$ cat config.mk
export PLATFORM = sky130hd
export DESIGN_NAME = instr_fetch_seq
export DESIGN_NICKNAME = d
export VERILOG_FILES = /design/src/rtl/mips_pkg.sv /design/src/rtl/instr_fetch_seq.sv
export SDC_FILE = /design/constraint.sdc
export NUM_CORES = 1
export LEC_CHECK = 0
export CAP_MARGIN = 5
export CORE_MARGIN = 1
export CORE_UTILIZATION = 30
export DETAILED_ROUTE_END_ITERATION = 10
export DONT_BUFFER_PORTS = 1
export GPL_TIMING_DRIVEN = 1
export PLACE_DENSITY = 0.5
export SLEW_MARGIN = 20
export SYNTH_ARGS = -nofsm -noshare
export SYNTH_HDL_FRONTEND = slang
export SYNTH_SLANG_ARGS = --single-unit
$ cat constraint.sdc
create_clock -name clk_i -period 2.3 [get_ports clk_i]
set_input_delay 0.46 -clock clk_i [delete_from_list [all_inputs] [get_ports clk_i]]
set_output_delay 0.46 -clock clk_i [all_outputs]
set_load 0.01 [all_outputs]
$ cat src/rtl/mips_pkg.sv
// Shared definitions for the multicycle 8-bit-memory MIPS core: opcodes,
// word/byte widths and the instruction fetch state encoding.
package mips_pkg;

    localparam int INSTR_W = 32;
    localparam int BYTE_W  = 8;

    localparam logic [5:0] OP_RTYPE = 6'h00;
    localparam logic [5:0] OP_J     = 6'h02;
    localparam logic [5:0] OP_BEQ   = 6'h04;
    localparam logic [5:0] OP_LW    = 6'h23;
    localparam logic [5:0] OP_SW    = 6'h2b;

    typedef enum logic [1:0] {
        IDLE  = 2'd0,
        FETCH = 2'd1,
        DONE  = 2'd2
    } fetch_state_t;

endpackage

$ cat src/rtl/instr_fetch_seq.sv
// Byte-serial instruction fetch: reads four bytes little-endian over a
// req/ack handshake and publishes the assembled word with a one-cycle valid.
module instr_fetch_seq
    import mips_pkg::*;
#(
    parameter int ADDR_W  = 8,
    parameter int TIMEOUT = 16
) (
    input  logic              clk_i,
    input  logic              rst_i,
    input  logic              start_i,
    input  logic [ADDR_W-1:0] pc_i,
    output logic              mem_req_o,
    output logic [ADDR_W-1:0] mem_addr_o,
    input  logic              mem_ack_i,
    input  logic [BYTE_W-1:0] mem_rdata_i,
    output logic [3:0]        byte_sel_o,
    output logic              busy_o,
    output logic              instr_valid_o,
    output logic [INSTR_W-1:0] instr_o,
    output logic [5:0]        op_o,
    output logic [5:0]        funct_o,
    output logic              err_o
);

    localparam int WCNT_W = (TIMEOUT < 2) ? 1 : $clog2(TIMEOUT + 1);

    fetch_state_t       r_state;
    fetch_state_t       w_next;
    logic [ADDR_W-1:0]  r_base;
    logic [1:0]         r_k;
    logic [WCNT_W-1:0]  r_wcnt;
    logic [INSTR_W-1:0] r_shadow;
    logic [INSTR_W-1:0] r_instr;
    logic               w_timeout;

    // Fires in the TIMEOUT-th consecutive cycle without an ack on one byte.
    assign w_timeout = (TIMEOUT != 0) && (r_state == FETCH) && !mem_ack_i &&
                       (r_wcnt == WCNT_W'(TIMEOUT - 1));

    always_ff @(posedge clk_i or negedge rst_i) begin
        if (!rst_i) begin
            r_state <= IDLE;
        end else begin
            r_state <= w_next;
        end
    end

    always_comb begin
        w_next = r_state;
        case (r_state)
            IDLE: begin
                if (start_i) begin
                    w_next = FETCH;
                end
            end
            FETCH: begin
                if (mem_ack_i && (r_k == 2'd3)) begin
                    w_next = DONE;
                end else if (w_timeout) begin
                    w_next = IDLE;
                end
            end
            DONE:    w_next = IDLE;
            default: w_next = IDLE;
        endcase
    end

    always_comb begin
        mem_req_o     = 1'b0;
        mem_addr_o    = '0;
        byte_sel_o    = 4'b0000;
        busy_o        = 1'b0;
        instr_valid_o = 1'b0;
        err_o         = 1'b0;
        case (r_state)
            FETCH: begin
                mem_req_o  = 1'b1;
                mem_addr_o = r_base + ADDR_W'(r_k);
                byte_sel_o = 4'b0001 << r_k;
                busy_o     = 1'b1;
                err_o      = w_timeout;
            end
            DONE: begin
                busy_o        = 1'b1;
                instr_valid_o = 1'b1;
            end
            default: ;
        endcase
    end

    // The published word is loaded on the final ack so it is already visible
    // in the DONE cycle; the shadow keeps partial words away from instr_o.
    always_ff @(posedge clk_i or negedge rst_i) begin
        if (!rst_i) begin
            r_base   <= '0;
            r_k      <= 2'd0;
            r_wcnt   <= '0;
            r_shadow <= '0;
            r_instr  <= '0;
        end else begin
            case (r_state)
                IDLE: begin
                    if (start_i) begin
                        r_base   <= pc_i;
                        r_k      <= 2'd0;
                        r_wcnt   <= '0;
                        r_shadow <= '0;
                    end
                end
                FETCH: begin
                    if (mem_ack_i) begin
                        r_shadow[{r_k, 3'b000} +: BYTE_W] <= mem_rdata_i;
                        r_wcnt <= '0;
                        if (r_k == 2'd3) begin
                            r_instr <= {mem_rdata_i, r_shadow[23:0]};
                        end else begin
                            r_k <= r_k + 2'd1;
                        end
                    end else if (w_timeout) begin
                        r_wcnt <= '0;
                    end else if (TIMEOUT != 0) begin
                        r_wcnt <= r_wcnt + 1'b1;
                    end
                end
                default: ;
            endcase
        end
    end

    assign instr_o = r_instr;
    assign op_o    = r_instr[31:26];
    assign funct_o = r_instr[5:0];

endmodule

# --- After elaboration in Yosys (flattened, before gate mapping) ---
# Cells that the tools add are included.
word_totals:
  output_inout_bits: 60
  wordCells: 56
  register_bits: 81
  in_bits: 20
op_classes:
  muxes: 22
  shifts: 3
  n_addsub: 4
  n_reduce_logical: 13
  n_eq_ne: 8
ops:
  columns: ["op", "n"]
  rows:
  - ["32-bit two-way mux", 2]
  - ["32-bit case mux with 2 select lines", 1]
  - ["32-bit bitwise mux", 1]
  - ["8-bit by 7-bit variable shift with 32-bit output, first input constant", 1]
  - ["8-bit by 7-bit indexed part select with 32-bit output", 1]
  - ["5-bit two-way mux", 3]
  - ["2-bit two-way mux", 6]
  - ["5-bit case mux with 2 select lines", 1]
  - ["8-bit by 2-bit adder with 8-bit output", 1]
  - ["8-bit two-way mux", 1]
  - ["2-bit case mux with 2 select lines", 2]
  - ["5-bit negator with 7-bit output", 1]
  - ["2-bit inequality test, second input constant", 3]
  - ["2-bit AND reduction", 3]
  - ["3-bit AND reduction", 2]
  - ["5-bit by 1-bit adder with 5-bit output, second input constant", 1]
  - ["5-bit by 4-bit equality test with 1-bit output, second input constant", 1]
  - ["2-bit equality test, second input constant", 2]
  - ["1-bit two-way mux", 4]
  - ["4-bit two-way mux", 1]
  - ["4-bit AND reduction", 1]
  - ["1-bit by 2-bit left shift with 4-bit output, first input constant", 1]
  - ["1-bit logical AND", 3]
  - ["3-bit by 2-bit inequality test with 1-bit output, second input constant", 1]
  - ["other kinds (6)", 6]

# --- Longest topological paths before layout ---
depth:
  depth_word: 6
  mapped_depth: 7
  ltp_nobuf: 5

# --- Least setup slack after synthesis ---
# No wires, ideal clock.
synth_path:
  kind: "reg2out"
  start: "register r_state[1]"
  end: "output port mem_addr_o[3]"
  setup_slack_ps: 259
  path_stages_with_launch: 7
  arrival_ps: 1581
  path_cell_list: "dfrtp_1 > inv_1 > ha_1 > buf_2 > buf_2 > inv_1 > a21oi_1"
synth_via:
  elab_chain_len: 2
synth_lines:
  columns: ["item", "line", "text"]
  rows:
  - ["from (decl)", "instr_fetch_seq.sv:28", "fetch_state_t r_state;"]
  - ["from (signal assigned)", "instr_fetch_seq.sv:45", "r_state <= w_next;"]
  - ["2-bit by 1-bit equality test with 1-bit output", "instr_fetch_seq.sv:76", "case (r_state)"]
  - ["8-bit two-way mux", "instr_fetch_seq.sv:76", null]
  - ["to (decl)", "instr_fetch_seq.sv:14", "output logic [ADDR_W-1:0] mem_addr_o,"]
# No other way between the ends.

# --- Worst setup path after layout ---
layout_path:
  start: "register r_k[1]"
  end: "output port mem_addr_o[5]"
layout_via:
  elab_chain_len: 2
layout_lines:
  columns: ["item", "line", "text"]
  rows:
  - ["from (decl)", "instr_fetch_seq.sv:31", "logic [1:0] r_k;"]
  - ["from (signal assigned)", "instr_fetch_seq.sv:118", "r_k <= r_k + 2'd1;"]
  - ["8-bit by 2-bit adder with 8-bit output", "instr_fetch_seq.sv:79", "mem_addr_o = r_base + ADDR_W'(r_k);"]
  - ["8-bit two-way mux", "instr_fetch_seq.sv:76", null]
# No other way between the ends.

==> results.sh <==
export IMPL_tns_ps=0
export IMPL_max_slew_margin=0.705
export IMPL_path_delay_family="flip-flops"
export IMPL_synth_common_cells="dfrtp_1 (73), mux2_2 (32), nand2_1 (29), inv_1 (18), a22o_1 (16)"
export IMPL_ios=80
export IMPL_syn_inst=285
export IMPL_start_kind="flop"
export IMPL_track_usage=0.134
export IMPL_cp_slowest_cell="dfrtp_2"
export IMPL_postRouteWirelength_mm=7.07
export IMPL_synthTopCellsByArea="dfrtp_1 (54%), mux2_2 (11%), a22o_1 (4.1%)"
export IMPL_grt_pass1_wl_mm=11.8
export IMPL_drc_errors=0
export IMPL_fmax_mhz=443
export IMPL_synth_edff_count=0
export IMPL_cts_root_buf="clkbuf_16"
export IMPL_hold_violations=0
export IMPL_grt_pass1_vias=2242
export IMPL_num_vias=2090
export IMPL_yosysMostFrequentCell="dfrtp_1"
export IMPL_synthArstFlopShare=1.00
export IMPL_worst_setup_path_type="flop to output pin"
export IMPL_p_leak_nw=1.74
export IMPL_crit_buf_inv=0
export IMPL_dp_hpwl_mm=4.72
export IMPL_status="finished clean"
export IMPL_cellPowerDensity_nw_per_um2=1210
export IMPL_initialDrtViolationCount=74
export IMPL_slowest_delay_ps=450
export IMPL_finalSetupViolations=0
export IMPL_end_kind="output pin"
export IMPL_dp_slack_ps=312
export IMPL_path_cells="ha_1 > a21oi_1 > or4_4 > a21oi_4"
export IMPL_yosys_register_bits=73
export IMPL_ys_warn_count=0
export IMPL_fin_ws_ps=40.3
export IMPL_drv_cap=0
export IMPL_worstPathMaxFanout=6
export IMPL_fin_skew_ps=3.95
export IMPL_vias_per_cell=4.88
export IMPL_synth_avg_cell_area_um2=12.0
export IMPL_cts_setup_buffers=0
export IMPL_syn_nets=317
export IMPL_antenna_cells=0
export IMPL_die_x_um=109
export IMPL_cts_tree="done"
export IMPL_place_area_um2=3530
export IMPL_grt_max_degree=74
export IMPL_critPathLaunch="r_k[1]"
export IMPL_wl_per_cell_um=16.5
export IMPL_drive_above_1_share=0.233
export IMPL_fp_row_count=38
export IMPL_worst_pin_slew_ps=442
export IMPL_r2r_start="r_state[1]"
export IMPL_clock_sink_count=73
export IMPL_synth_distinct_cells=43
export IMPL_crit_arrival_ps=1800
export IMPL_fin_crit_sh=0.982
export IMPL_final_cell_area_um2=3870
export IMPL_report_final_slew_viol_count=0
export IMPL_clockBufferDepth=2
export IMPL_final_min_clock_period_ps=2260
export IMPL_initial_utilization=0.311
export IMPL_nets=315
export IMPL_cts_made_buffers=9
export IMPL_port_buffers=0
export IMPL_ir_drop_mv=0.521
export IMPL_ys_seq_area_frac=0.535
export IMPL_gp_congestion=0.747
export IMPL_synth_area_um2=3410
export IMPL_rsz0062_at_grt="yes"
export IMPL_clkTransAtPathRegs_ps=60
export IMPL_critPathRequiredTime_ps=1840
export IMPL_die_area_um2=11800
export IMPL_firstDrtPassIters=4
export IMPL_yosysTopAreaCellShare=0.535
export IMPL_coreArea_um2=11000
export IMPL_grt_antenna_before_repair=0
export IMPL_grt_ovfl_total=0
export IMPL_die_y_um=109
export IMPL_yosys_area_top_type="dfrtp_1"
export IMPL_h_tree_depth=3
export IMPL_ant_nets=0
export IMPL_ys_flop_type="dfrtp_1"
export IMPL_area_growth_pct=13.3
export IMPL_hp_class="input pin to async pin"
export IMPL_insertion_delay_ps=330
cell type report:
| class | instances | area, um^2 |
|---|---|---|
| sequential | 73 | 1830 |
| fill | 1087 | 7120 |
| clock inverter | 4 | 28.8 |
| timing repair buffer | 9 | 100 |
| multi-input combinational | 172 | 1420 |
| tap | 140 | 175 |
| inverter | 18 | 67.6 |
| clock buffer | 12 | 246 |
power by group:
| group | leakage, nW | switching, W | total [W] | internal (W) |
|---|---|---|---|---|
| Clock | 0.129 | 0.000530 | 0.00129 | 0.000760 |
| Sequential | 0.986 | 0.000290 | 0.00185 | 0.00156 |
| Combinational | 0.628 | 0.000939 | 0.00155 | 0.000612 |
metrics by stage:
step	util	cells	hold WS, ps	total power [W]
after floorplan	-	285	164	0.00305
after global placement	0.322	411	168	0.00335
after detailed placement	0.322	411	168	0.00337
after CTS	0.350	428	30.1	0.00475
after global routing	0.352	428	35.4	0.00503
final	0.352	428	9.95	0.00470
final timing paths:
path | to | slack (ps) | cells past startpoint
max | mem_addr_o[5] | 40 | 4
min | r_shadow[18] | 10 | 1
max reg2reg | r_shadow[18] | 420 | 7
min reg2reg | instr_o[11] | 500 | 1
max in group asynchronous | r_k[1] | 1980 | 1
min in group clk_i | r_shadow[5] | 250 | 2
cells by family after synthesis:
family	Yosys count	synth area share
flip-flops	73	0.535
AND/OR/NAND/NOR	65	0.0968
AO/OA/AOI/OAI	50	0.117
multiplexers	43	0.139
buffers and inverters	40	0.0601
adder cells (fa/ha/maj)	12	0.0462
XOR/XNOR	2	0.00513
repair_timing:
action,in CTS,in global routing
setup endpoints to repair,2,6
hold endpoints to repair,73,0
pin swaps,0,1
resized for setup,3,4
hold buffers,1,0
gates cloned,0,0
metal layers:
layer | global-route usage | vias to the layer above | part of all wire
met4 | 0.0579 | 0 | 0.017
met3 | 0.0520 | 11 | 0.068
li1 | - | 988 | -
met1 | 0.159 | 1029 | 0.44
met5 | 0 | - | 0
met2 | 0.215 | 62 | 0.47
worst register-to-register path: stages (launching register included):
cell,delay (ps)
dfrtp_1,390
inv_1,90
ha_1,250
buf_4,230
nand4b_1,160
a2111oi_4,330
buf_4,230
a22o_1,140
state kept, by name, indices dropped and copies added, names as in the netlist:
name      count
instr_o      32
r_shadow     24
r_base        8
r_wcnt        5
r_k           2
r_state       2
cells in the final DEF (no fill, tap or decap), drive strengths merged, types with 3 or more instances in the layout:
master,instances
a21oi,7
a22o,16
and2,6
buf,9
clkbuf,12
dfrtp,73
ha,11
inv,18
mux2,33
mux2i,10
nand2,29
nand3,6
nand4b,4
nor2,6
o21ai,13
or3,3
Power figures use the tool's default switching activity.
